## src/rtl/processing_element_ws_db_pkg.sv

```systemverilog
// Shared definitions for the weight-stationary double-buffered PE and its
// array controller: control encodings and mode-decode helpers.
package processing_element_ws_db_pkg;

  typedef logic [1:0] pe_ctrl_t;

  localparam pe_ctrl_t PE_IDLE         = 2'b00;
  localparam pe_ctrl_t PE_SWAP         = 2'b01;
  localparam pe_ctrl_t PE_COMPUTE      = 2'b10;
  localparam pe_ctrl_t PE_COMPUTE_SWAP = 2'b11;

  // Mode performs a multiply-accumulate this cycle.
  function automatic logic pe_is_compute(input pe_ctrl_t c);
    return (c == PE_COMPUTE) || (c == PE_COMPUTE_SWAP);
  endfunction

  // Mode promotes the shadow weight to active at this edge.
  function automatic logic pe_is_swap(input pe_ctrl_t c);
    return (c == PE_SWAP) || (c == PE_COMPUTE_SWAP);
  endfunction

  // Mode clears the sticky overflow flag.
  function automatic logic pe_is_idle(input pe_ctrl_t c);
    return c == PE_IDLE;
  endfunction

endpackage

```

## src/rtl/processing_element_ws_db_pe_mac_sat.sv

```systemverilog
// pe_mac_sat: combinational multiply, extend, add, overflow detect and clamp.
//   w, a   : weight and activation operands (WORD_WIDTH)
//   d      : incoming partial sum (ACC_WIDTH)
//   sum_c  : d + ext(w*a), clamped or wrapped on overflow
//   ovf_c  : overflow occurred on this accumulate
// ACC_WIDTH must be >= 2*WORD_WIDTH.
module pe_mac_sat #(
  parameter int unsigned WORD_WIDTH = 8,
  parameter int unsigned ACC_WIDTH  = 32,
  parameter bit          SIGNED     = 1'b1,
  parameter bit          SATURATE   = 1'b1
) (
  input  logic [WORD_WIDTH-1:0] w,
  input  logic [WORD_WIDTH-1:0] a,
  input  logic [ACC_WIDTH-1:0]  d,
  output logic [ACC_WIDTH-1:0]  sum_c,
  output logic                  ovf_c
);

  localparam int unsigned PROD_W = 2 * WORD_WIDTH;
  localparam int unsigned MSB    = ACC_WIDTH - 1;

  localparam logic [ACC_WIDTH-1:0] SMAX = {1'b0, {(ACC_WIDTH-1){1'b1}}};
  localparam logic [ACC_WIDTH-1:0] SMIN = {1'b1, {(ACC_WIDTH-1){1'b0}}};
  localparam logic [ACC_WIDTH-1:0] UMAX = {ACC_WIDTH{1'b1}};

  logic [PROD_W-1:0]    prod;
  logic [ACC_WIDTH-1:0] prod_ext;
  logic [ACC_WIDTH:0]   raw;

  // Arithmetic datapath; the extra raw bit is the unsigned carry out.
  always_comb begin
    prod     = '0;
    prod_ext = '0;
    raw      = '0;
    ovf_c    = 1'b0;
    sum_c    = '0;

    if (SIGNED) begin
      prod     = PROD_W'($signed(w)) * PROD_W'($signed(a));
      prod_ext = ACC_WIDTH'($signed(prod));
    end else begin
      prod     = PROD_W'(w) * PROD_W'(a);
      prod_ext = ACC_WIDTH'(prod);
    end

    raw = {1'b0, d} + {1'b0, prod_ext};

    if (SIGNED) begin
      // Same-sign addends whose result flips sign.
      ovf_c = (d[MSB] == prod_ext[MSB]) && (raw[MSB] != d[MSB]);
    end else begin
      ovf_c = raw[ACC_WIDTH];
    end

    if (ovf_c && SATURATE) begin
      if (SIGNED) begin
        sum_c = d[MSB] ? SMIN : SMAX;
      end else begin
        sum_c = UMAX;
      end
    end else begin
      sum_c = raw[ACC_WIDTH-1:0];
    end
  end

endmodule

```

## src/rtl/processing_element_ws_db.sv

```systemverilog
// processing_element_ws_db: weight-stationary systolic PE with a shadow weight
// register loaded through a vertical shift chain and swapped in on command.
//   clk, reset            : clock, async active-high reset
//   control / control_out : 00 IDLE, 01 SWAP, 10 COMPUTE, 11 COMPUTE_SWAP
//   a_in / a_out          : activation, flows right
//   d_in / d_out          : partial sum, flows down
//   w_in / w_out          : weight shift chain, w_out is the shadow weight
//   w_load_in / w_load_out: shift-chain enable, flows down
//   ovf_flag              : sticky overflow, cleared by reset or IDLE
module processing_element_ws_db
  import processing_element_ws_db_pkg::*;
#(
  parameter int unsigned WORD_WIDTH = 8,
  parameter int unsigned ACC_WIDTH  = 32,
  parameter bit          SIGNED     = 1'b1,
  parameter bit          SATURATE   = 1'b1
) (
  input  logic                  clk,
  input  logic                  reset,
  input  logic [1:0]            control,
  input  logic [WORD_WIDTH-1:0] a_in,
  input  logic [ACC_WIDTH-1:0]  d_in,
  input  logic [WORD_WIDTH-1:0] w_in,
  input  logic                  w_load_in,
  output logic [1:0]            control_out,
  output logic [WORD_WIDTH-1:0] a_out,
  output logic [ACC_WIDTH-1:0]  d_out,
  output logic [WORD_WIDTH-1:0] w_out,
  output logic                  w_load_out,
  output logic                  ovf_flag
);

  logic [WORD_WIDTH-1:0] w_shadow;
  logic [WORD_WIDTH-1:0] w_active;
  logic [ACC_WIDTH-1:0]  mac_sum_c;
  logic                  mac_ovf_c;
  logic                  compute_c;
  logic                  swap_c;
  logic                  idle_c;

  assign compute_c = pe_is_compute(control);
  assign swap_c    = pe_is_swap(control);
  assign idle_c    = pe_is_idle(control);
  assign w_out     = w_shadow;

  pe_mac_sat #(
    .WORD_WIDTH (WORD_WIDTH),
    .ACC_WIDTH  (ACC_WIDTH),
    .SIGNED     (SIGNED),
    .SATURATE   (SATURATE)
  ) u_mac (
    .w     (w_active),
    .a     (a_in),
    .d     (d_in),
    .sum_c (mac_sum_c),
    .ovf_c (mac_ovf_c)
  );

  // Weight chain and swap: a swap always takes the pre-edge shadow value.
  always_ff @(posedge clk or posedge reset) begin
    if (reset) begin
      w_shadow   <= '0;
      w_active   <= '0;
      w_load_out <= 1'b0;
    end else begin
      w_load_out <= w_load_in;
      if (w_load_in) begin
        w_shadow <= w_in;
      end
      if (swap_c) begin
        w_active <= w_shadow;
      end
    end
  end

  // Datapath outputs and sticky overflow.
  always_ff @(posedge clk or posedge reset) begin
    if (reset) begin
      control_out <= '0;
      a_out       <= '0;
      d_out       <= '0;
      ovf_flag    <= 1'b0;
    end else begin
      control_out <= control;
      if (compute_c) begin
        a_out <= a_in;
        d_out <= mac_sum_c;
        if (mac_ovf_c) begin
          ovf_flag <= 1'b1;
        end
      end else begin
        a_out <= '0;
        d_out <= '0;
        if (idle_c) begin
          ovf_flag <= 1'b0;
        end
      end
    end
  end

endmodule

```

## config.mk

```make
export PLATFORM = sky130hd
export DESIGN_NAME = processing_element_ws_db
export DESIGN_NICKNAME = d
export VERILOG_FILES = /design/src/rtl/processing_element_ws_db_pkg.sv /design/src/rtl/processing_element_ws_db_pe_mac_sat.sv /design/src/rtl/processing_element_ws_db.sv
export SDC_FILE = /design/constraint.sdc
export NUM_CORES = 1
export LEC_CHECK = 0
export ABC_AREA = 0
export BUFFER_PORTS_ARGS = -buffer_cell sky130_fd_sc_hd__buf_2
export CAP_MARGIN = 20
export CELL_PAD_IN_SITES_DETAIL_PLACEMENT = 0
export CELL_PAD_IN_SITES_GLOBAL_PLACEMENT = 1
export CORE_MARGIN = 2
export CORE_UTILIZATION = 40
export DETAILED_ROUTE_END_ITERATION = 16
export PLACE_DENSITY = 0.75
export SYNTH_ARGS = -nofsm -noshare
export SYNTH_HDL_FRONTEND = slang
export SYNTH_HIERARCHICAL = 1
export SYNTH_SLANG_ARGS = --single-unit
export TNS_END_PERCENT = 100
```

## constraint.sdc

```tcl
create_clock -name clk -period 7.1 [get_ports clk]
set_clock_uncertainty 0.05 [all_clocks]
set_input_delay 1.42 -clock clk [delete_from_list [all_inputs] [get_ports clk]]
set_output_delay 1.42 -clock clk [all_outputs]
set_load 0.01 [all_outputs]
```

==> impl_metrics.toml <==
[clock_network]
worstSkewPairLatency_ns = 0.34
cts_root_buf = "clkbuf_16"
cts_buffers = 9
cts_buffer_depth = 2
htree_levels = 3
tritoncts = "built"
path_clk_slew_ns = 0.06
clock_sinks = 60

[timing]
setup_violations = 33
worst_slew_pin_slew_ns = 0.7826
worst_slack_ns = -0.2806
rsz0062_at_grt = "yes"
clock.fmax_ghz = 0.1355
slew-limit-headroom = 0.4783
hold_violations = 0
maxSlewViolCount = 0
min_period_over_period = 1.040
finalSetupTns_ns = -7.918
hold_slack_ns = 0.4735
fin_crit_ns = 7.381

[drt]
ant_nets = 0
wl_per_cell_um = 14.89
routed_via_density = 4.877
drc = 0
first_pass_iters = 4
routed_wl_um = 16930
drtIter0Drc = 186
vias = 5545

[cells_and_area]
fin_nets = 1085
final_cell_mix = "buf_4 (130), buf_2 (97), inv_1 (97)"
seqCellArea_mm2 = 0.001501
fillCellCount = 1383
diodes = 0
final_util = 0.5622
drive_above_1_share = 0.3735
layout_commonest_cell = "buf_4"
final_cell_area_mm2 = 0.008899
multi_input_area_mm2 = 0.004772
syn_to_final_growth_pct = 38.02

[yosys]
ys_types = 54
synth_seq_cells = 60
synth.area.top_cells = "dfrtp_1 (23%), fa_1 (17%), ha_1 (12%)"
synth-edff-count = 0
syn_nets = 853
netlist_instances = 684
synth-seq-area-share = 0.2329
synth-main-ff-cell = "dfrtp_1"
ys_warn_count = 6
yosysTopAreaCellShare = 0.2329
synthArstFlopShare = 1.000
yosys.area.top_type = "dfrtp_1"
syn_area_mm2 = 0.006447
syn_area_per_cell_um2 = 9.426

[placement]
placed_area_mm2 = 0.008125
io_buffers = 104
routabilityCongestion = 0.9026
hpwl_um = 12990

[hold_path]
worstHoldPathType = "reg -> reg"
min_path_cells = 2

[flow_run]
maxCapViolations = 0

[outcome]
run_status = "complete, but fails checks"
violations = "setup timing"

[setup_path]
cp.arrival_ns = 7.61
r2r_cells = 28
crit_cells = 28
cp.required_ns = 7.33
cp_common_cell = "fa_1"
crit_family = "adder cells"
start_kind = "input port"
critPathSlowestCell = "fa_1"
critPathMaxFanout = 7
end_kind = "flip-flop"
cpPeakStageDelay_ns = 0.56
worst-setup-path-type = "in -> reg"
critPathBufInv = 6

[floorplan]
num_rows = 46
die_w_um = 131.0
fp.dieH_um = 131.0
initial_core_util = 0.4074
core_mm2 = 0.01583
die-area_mm2 = 0.01715
io_pins = 105

[global_routing]
grt_pass1_vias = 5987
grt_pass1_wl_um = 28250
antenna_found_initial = 0
grt_usage = 0.2097
grt_max_degree = 61
grt.overflow.total = 0
-- flip-flops by register name, indices dropped and copies added (netlist names) --
| name | count |
|---|---|
| w_load_out | 1 |
| control_out | 2 |
| a_out | 8 |
| w_out | 8 |
| w_active | 8 |
| d_out | 32 |
| ovf_flag | 1 |
-- layout make-up --
| cell class | count | area share |
|---|---|---|
| multi-input cells | 505 | 0.5363 |
| repair buffers | 237 | 0.1817 |
| flip-flops and latches | 60 | 0.1687 |
| inverters | 103 | 0.04345 |
| well taps | 216 | 0.03037 |
| clock buffers | 12 | 0.02882 |
| clock inverters | 4 | 0.01069 |
-- cell usage after synthesis (4+ instances only) --
cell type	n
and3_1	9
dfrtp_1	60
buf_2	5
ha_1	60
o21ai_2	10
mux2_4	16
o21a_1	5
and2_1	90
nor2b_1	9
nor2_1	18
a21oi_1	39
nand4_1	4
nand3_1	7
xnor2_1	20
o21ai_0	31
clkbuf_2	4
a21o_1	11
buf_6	6
o21bai_1	4
xor2_1	17
nor3_1	10
nand2b_1	5
fa_1	56
nand2_1	37
inv_1	103
a211oi_1	5
-- final timing paths --
check / startpoint / slack (ns) / to
max in group asynchronous: reset / 5.23 / d_out[12]$_DFF_PP0_
hold reg to reg: ovf_flag$_DFFE_PP0P_ / 0.47 / ovf_flag$_DFFE_PP0P_
min in group asynchronous: reset / 1.25 / w_out[0]$_DFFE_PP0P_
setup / recovery: a_in[4] / -0.28 / d_out[22]$_DFF_PP0_
hold / removal: ovf_flag$_DFFE_PP0P_ / 0.47 / ovf_flag$_DFFE_PP0P_
setup reg to reg: w_active[7]$_DFFE_PP0P_ / 0.31 / d_out[22]$_DFF_PP0_
-- per-stage QoR --
stage                     cells  setup WS (ns)
after global placement     1103        -0.6022
after detailed placement   1103        -0.7213
after global routing       1137        -0.5437
after floorplan             684        -0.2000
final                      1137        -0.2806
after CTS                  1128        -0.1721
-- what timing repair did --
| action | CTS | global route |
|---|---|---|
| setup endpoints to repair | 33 | 33 |
| hold endpoints to repair | 0 | 0 |
| resized for setup | 44 | 40 |
| pin swaps | 20 | 22 |
| setup buffers | 7 | 9 |
| hold buffers | 0 | 0 |
| cloned | 2 | 1 |
-- cells by family after synthesis --
family,count (synthesis),share of synthesized area
DFF,60,0.2329
xor gates and xnor gates,37,0.05026
AOI/OAI and AO/OA,134,0.1349
buffers and inverters,119,0.07801
and+or+nand+nor,199,0.1715
muxes,18,0.04056
adders and majority gates,117,0.2919
-- metal layers --
layer | share of wire | routed length, µm | global-route usage
met5 | 0 | 0 | 0
met4 | 0.021 | 355 | 0.07384
met3 | 0.049 | 825 | 0.04845
met2 | 0.51 | 8553 | 0.3767
met1 | 0.42 | 7191 | 0.2447
-- worst register-to-register path, delay by kind of cell, from the launching register on --
| family | cells | cell delay, ns |
|---|---|---|
| DFF | 1 | 0.50 |
| adders and majority gates | 6 | 2.47 |
| buffers and inverters | 6 | 0.49 |
| AOI/OAI and AO/OA | 7 | 1.52 |
| and+or+nand+nor | 8 | 1.47 |
| muxes | 1 | 0.24 |
Power is not shown: default switching activity piles up to over one toggle a cycle in this logic, so the estimate is an artifact.
